`src/rtl/mult_result_deser_pkg.sv`:
```
// Shared types and constants for the multiplier result deserializer and the
// multiplier array that consumes bit_select.
package mult_result_deser_pkg;

    localparam int unsigned DEF_MAX_OUT_LEN  = 6;
    localparam int unsigned DEF_RESULT_WIDTH = 12;
    localparam int unsigned BSEL_W           = 3;
    localparam int unsigned BSEL_MAX         = (1 << BSEL_W) - 1;

    typedef enum logic [1:0] {
        ST_IDLE = 2'd0,
        ST_RUN  = 2'd1,
        ST_LAST = 2'd2,
        ST_XFER = 2'd3
    } state_e;

    // Bit-position select saturates at the widest position the array decodes.
    function automatic logic [BSEL_W-1:0] sat_bsel(input int unsigned cnt);
        if (cnt > BSEL_MAX) begin
            return BSEL_W'(BSEL_MAX);
        end
        return BSEL_W'(cnt);
    endfunction

endpackage

```
`src/rtl/mult_row_shift.sv`:
```
// One result row: right-shifting capture register, new bits enter at the MSB
// so the first bit received ends up at the LSB.
module mult_row_shift #(
    parameter int unsigned WIDTH = 12
) (
    input  logic             clk,
    input  logic             rst_n,
    input  logic             clr,
    input  logic             shift_en,
    input  logic             bit_in,
    output logic [WIDTH-1:0] q
);

    always_ff @(posedge clk or negedge rst_n) begin
        if (!rst_n) begin
            q <= '0;
        end else if (clr) begin
            q <= '0;
        end else if (shift_en) begin
            q <= {bit_in, q[WIDTH-1:1]};
        end
    end

endmodule

```
`src/rtl/mult_result_deser.sv`:
```
// Collects bit-serial multiplier rows into a parallel result word, driving the
// bit-position select and handing the result off through a valid/ready register.
module mult_result_deser
    import mult_result_deser_pkg::*;
#(
    parameter int unsigned MAX_OUT_LEN  = DEF_MAX_OUT_LEN,
    parameter int unsigned RESULT_WIDTH = DEF_RESULT_WIDTH
) (
    input  logic                                clk,
    input  logic                                rst_n,
    input  logic                                start,
    output logic                                busy,
    output logic [BSEL_W-1:0]                   bit_select,
    input  logic [MAX_OUT_LEN-1:0]              serial_in,
    output logic                                res_valid,
    input  logic                                res_ready,
    output logic [MAX_OUT_LEN*RESULT_WIDTH-1:0] res_data
);

    localparam int unsigned CNT_W = $clog2(RESULT_WIDTH + 1);

    state_e     state;
    state_e     state_next;
    logic [CNT_W-1:0] cnt;
    logic [CNT_W-1:0] cnt_next;

    logic        shift_clr;
    logic        shift_en;
    logic        load;
    logic        res_valid_next;
    logic        busy_next;
    logic [BSEL_W-1:0] bsel_next;

    logic [MAX_OUT_LEN-1:0][RESULT_WIDTH-1:0] row_q;

    // State register and bit counter.
    always_ff @(posedge clk or negedge rst_n) begin
        if (!rst_n) begin
            state <= ST_IDLE;
            cnt   <= '0;
        end else begin
            state <= state_next;
            cnt   <= cnt_next;
        end
    end

    // Next-state logic.
    always_comb begin
        state_next = state;
        cnt_next   = cnt;
        unique case (state)
            ST_IDLE: begin
                if (start) begin
                    state_next = ST_RUN;
                    cnt_next   = '0;
                end
            end
            ST_RUN: begin
                cnt_next = cnt + CNT_W'(1);
                if (cnt == CNT_W'(RESULT_WIDTH - 1)) begin
                    state_next = ST_LAST;
                end
            end
            ST_LAST: begin
                state_next = ST_XFER;
            end
            ST_XFER: begin
                if (!res_valid || res_ready) begin
                    state_next = ST_IDLE;
                end
            end
            default: begin
                state_next = ST_IDLE;
            end
        endcase
    end

    // Output decode; serial data lags bit_select by one cycle, so the first
    // RUN edge captures nothing and LAST picks up the final bit.
    always_comb begin
        shift_clr      = (state == ST_IDLE) && start;
        shift_en       = ((state == ST_RUN) && (cnt != '0)) || (state == ST_LAST);
        load           = (state == ST_XFER) && (!res_valid || res_ready);
        res_valid_next = res_valid;
        if (load) begin
            res_valid_next = 1'b1;
        end else if (res_ready) begin
            res_valid_next = 1'b0;
        end
        busy_next = (state_next != ST_IDLE);
        bsel_next = '0;
        if (state_next == ST_RUN) begin
            bsel_next = sat_bsel(32'(cnt_next));
        end
    end

    // Registered outputs.
    always_ff @(posedge clk or negedge rst_n) begin
        if (!rst_n) begin
            busy       <= 1'b0;
            bit_select <= '0;
            res_valid  <= 1'b0;
            res_data   <= '0;
        end else begin
            busy       <= busy_next;
            bit_select <= bsel_next;
            res_valid  <= res_valid_next;
            if (load) begin
                res_data <= row_q;
            end
        end
    end

    for (genvar r = 0; r < MAX_OUT_LEN; r++) begin : g_row
        mult_row_shift #(
            .WIDTH (RESULT_WIDTH)
        ) u_row (
            .clk      (clk),
            .rst_n    (rst_n),
            .clr      (shift_clr),
            .shift_en (shift_en),
            .bit_in   (serial_in[r]),
            .q        (row_q[r])
        );
    end

endmodule

```
`config.mk`:
```
export PLATFORM = sky130hd
export DESIGN_NAME = mult_result_deser
export DESIGN_NICKNAME = d
export VERILOG_FILES = /design/src/rtl/mult_result_deser_pkg.sv /design/src/rtl/mult_row_shift.sv /design/src/rtl/mult_result_deser.sv
export SDC_FILE = /design/constraint.sdc
export NUM_CORES = 1
export LEC_CHECK = 0
export CAP_MARGIN = 20
export CORE_ASPECT_RATIO = 1.4
export CORE_UTILIZATION = 50
export CTS_BUF_LIST = sky130_fd_sc_hd__clkbuf_4
export CTS_CLUSTER_SIZE = 10
export DETAILED_ROUTE_END_ITERATION = 10
export PLACE_DENSITY = 0.71
export SLEW_MARGIN = 5
export SYNTH_ARGS = -nofsm -noshare
export SYNTH_HDL_FRONTEND = slang
export SYNTH_SLANG_ARGS = --single-unit
```
`constraint.sdc`:
```
create_clock -name clk -period 1.9 [get_ports clk]
set_input_delay 0.38 -clock clk [delete_from_list [all_inputs] [get_ports clk]]
set_output_delay 0.38 -clock clk [all_outputs]
set_load 0.03 [all_outputs]
```
==> key figures <==
Status
  • Status: complete, no violations

Power
  • Pwr/cell area: ~1800 mW/mm^2
  • Worst vdd ir: between 700 and 800 uV
  • Switching Fraction: about two fifths
  • Seq pwr share: slightly above 40%
  • Int Pwr: slightly above 8 mW
  • Overall power: between 10 and 15 mW
  • P_sw: about 5.6 mW
  • Combinational power share: between 40% and 50%
  • Leakage: between 4 and 5 nW
  • Clk network pwr share: 13.2%

Setup path
  • CP bufs+invs: 3
  • CP Launch Type: register
  • Crit path max-delay cell type: dfrtp_1
  • Max FO, Critical Path: 19
  • WP data arrival: between 2 and 2.5 ns
  • CP required: roughly 2.3 ns
  • CP peak stage delay: approximately 0.40 ns
  • Worst-path cell chain: inv_1, ha_1, nor3b_1, o31ai_4, buf_4, buf_8, mux2i_1
  • CP endpoint kind: register
  • Critical path class: register to register
  • Crit-path leading delay family: buffers and inverters

Clock tree
  • Worst-skew pair later-pin latency: ~0.52 ns
  • CTS Root Cell: clkbuf_4
  • Num CTS Buffers: 17
  • Clock Tree Buf Depth: 2
  • Clock tree sinks: between 150 and 200
  • H-tree depth: 4
  • CTS tree: built
  • Worst-path clk slew: ~0.12 ns

GRT
  • Number of global-route vias before repair: roughly 4200
  • Total GRT Usage: around a fifth
  • Global-route wire length before repair: 20000 um
  • Largest net degree at the start of global routing: between 50 and 60
  • Gr ovfl total: 0
  • Initial antenna violation count: 1

Route
  • Routed WL: approximately 12000 um
  • WL per Instance: between 15 and 20 um
  • Via density: a little over 5
  • Drc violations: 0
  • First-pass DRT Iterations: 4
  • Final ANT Viol Nets: 0
  • Vias: between 3000 and 4000
  • Starting DRC count in detailed routing: approximately 170

Floorplan
  • Die height: 138 um
  • CORE AREA: 0.0129 sq mm
  • Rows: 49
  • Die W: slightly below 100 um
  • Top Ports: a little under 90
  • Initial core utilization: 51.1%
  • Die area: 0.0136 sq mm

Layout
  • Nets@finish: 628
  • Most frequent cells in the layout: dfrtp_1 (155), inv_1 (79), dlygate4sd2_1 (77)
  • Post-route cell area: ~0.0078 sq mm
  • Layout cells sized above 1: 11.6%
  • Reg area: 0.00388 sq mm
  • Layout area overhead: 17.9%
  • Commonest non-fill, non-tap cell in the layout: dfrtp_1
  • Area of the multi-input gates: roughly 0.0021 sq mm
  • Fill cell count: 1091

STA
  • Slew margin rel.: 66.4%
  • Tmin final: between 1.5 and 2 ns
  • Slew @ Worst Pin: approximately 0.5 ns
  • Setup violators final: 0
  • Final Hold Fails: 0
  • Fmax: roughly 540 MHz
  • Fin Clk Skew: 0.0118 ns
  • Max Slew Vio Count: 0
  • Fin crit share: a little over nine tenths

Yosys
  • Distinct cells, synth: 35
  • Syn Area/Cell: 12.8 sq um
  • Register area share after synthesis: 58.9%
  • Syn Nets: 528
  • Fraction of registers with async set/reset: 100%
  • Predominant post-synthesis flop cell: dfrtp_1
  • Post-synth EDFFs: 0
  • Yosys warning total: 0
  • Yosys reg bits: approximately 160
  • Synthesized instance count: 516
  • Syn Std Cell Area: roughly 0.0066 sq mm

Place
  • Port Buffers: 86
  • Gpl congestion: roughly 0.85
  • Placement Cell Area: 0.00757 sq mm
  • DPL Wire Length: approximately 8000 um

Worst hold path
  • Hold Crit Class: primary input to async pin

Job
  • Max_cap viols: 0
==> registers in the layout (all words and copies together) (netlist names) <==
name,count
g_row.u_row.q,72
res_data,72
cnt,4
bit_select,3
state,2
busy,1
res_valid,1
==> synthesized netlist by cell type, types with 2 or more instances <==
library cell,n,area share [%]
a21oi_1,3,0.23
buf_12,7,2.1
dfrtp_1,155,59
o21bai_1,3,0.34
buf_2,3,0.23
nand2_1,76,4.3
mux2_1,52,8.9
nor3b_1,2,0.23
mux2_2,20,3.4
buf_6,14,2.4
nor2_1,2,0.11
o21ai_0,2,0.15
ha_1,2,0.38
mux2i_1,73,11
inv_1,79,4.5
a31oi_1,2,0.19
clkbuf_1,2,0.11
o21ai_1,2,0.15
==> cell type report <==
type	instances	share of cell area (%)
flip-flops and latches	155	50.0
multi-input cells	254	26.9
repair buffers	108	13.6
inverters	80	3.90
well taps	153	2.47
clock buffers	17	1.64
clock inverters	13	1.42
diodes	1	0.0322
==> power by group through the flow <==
stage	logic, mW	registers, mW	clock network (mW)
after global routing	6.75	5.76	1.99
after CTS	6.18	5.58	1.86
after detailed placement	6.63	5.67	0
after floorplan	3.62	6.72	0
final	6.24	5.56	1.80
after global placement	6.44	5.62	0
==> repair_timing <==
item	CTS	global route
setup buffers	0	2
endpoints found under the setup margin	77	38
hold endpoints to repair	44	0
cloned	0	1
resized for setup	77	2
pin swaps	0	1
hold buffers	1	0
==> path summary, 6_finish.rpt <==
path	end	startpoint	cells past startpoint	slack, ns
setup / recovery	g_row[5].u_row.q[11]	cnt[0]	7	0.06
hold / removal	g_row[3].u_row.q[8]	rst_n	2	0.38
setup reg to reg	g_row[5].u_row.q[11]	cnt[0]	7	0.06
hold reg to reg	res_data[33]	res_data[33]	1	0.49
max in group asynchronous	cnt[1]	rst_n	3	0.94
min in group clk	g_row[3].u_row.q[11]	serial_in[3]	3	0.41
==> stage by stage <==
| step | hold slack (ns) | cells | setup TNS (ns) | util [%] | worst slack (ns) |
|---|---|---|---|---|---|
| 5_1_grt | 0.358 | 781 | -0.0117 | 60.3 | -0.0117 |
| 3_3_place_gp | 0.371 | 746 | 0 | 58.8 | 0.00579 |
| 2_1_floorplan | 0.0844 | 516 | 0 | - | 0.349 |
| 6_report | 0.377 | 781 | 0 | 60.3 | 0.0551 |
| 4_1_cts | 0.348 | 777 | 0 | 60.0 | 0.00279 |
| 3_5_place_dp | 0.373 | 746 | -0.101 | 58.8 | -0.0253 |
==> routing by layer <==
layer / part of all wire (%) / track usage [%] / vias up
li1: - / - / 1863
met1: 44 / 22.2 / 1992
met2: 52 / 34.3 / 81
met3: 3.0 / 4.72 / 12
met4: 1.4 / 6.80 / 0
met5: 0 / 0 / -
==> cell families (layout without fill, tap and decap cells) <==
group	count (synthesis)	after routing	synth area share [%]
buffers and inverters	107	218	9.58
muxes	145	145	23.4
AOI/OAI and AO/OA	17	17	1.84
and+or+nand+nor	90	90	5.89
DFF	155	155	58.9
adders and majority gates	2	2	0.380
other	0	1	0
(Power assumes the default switching activity.)
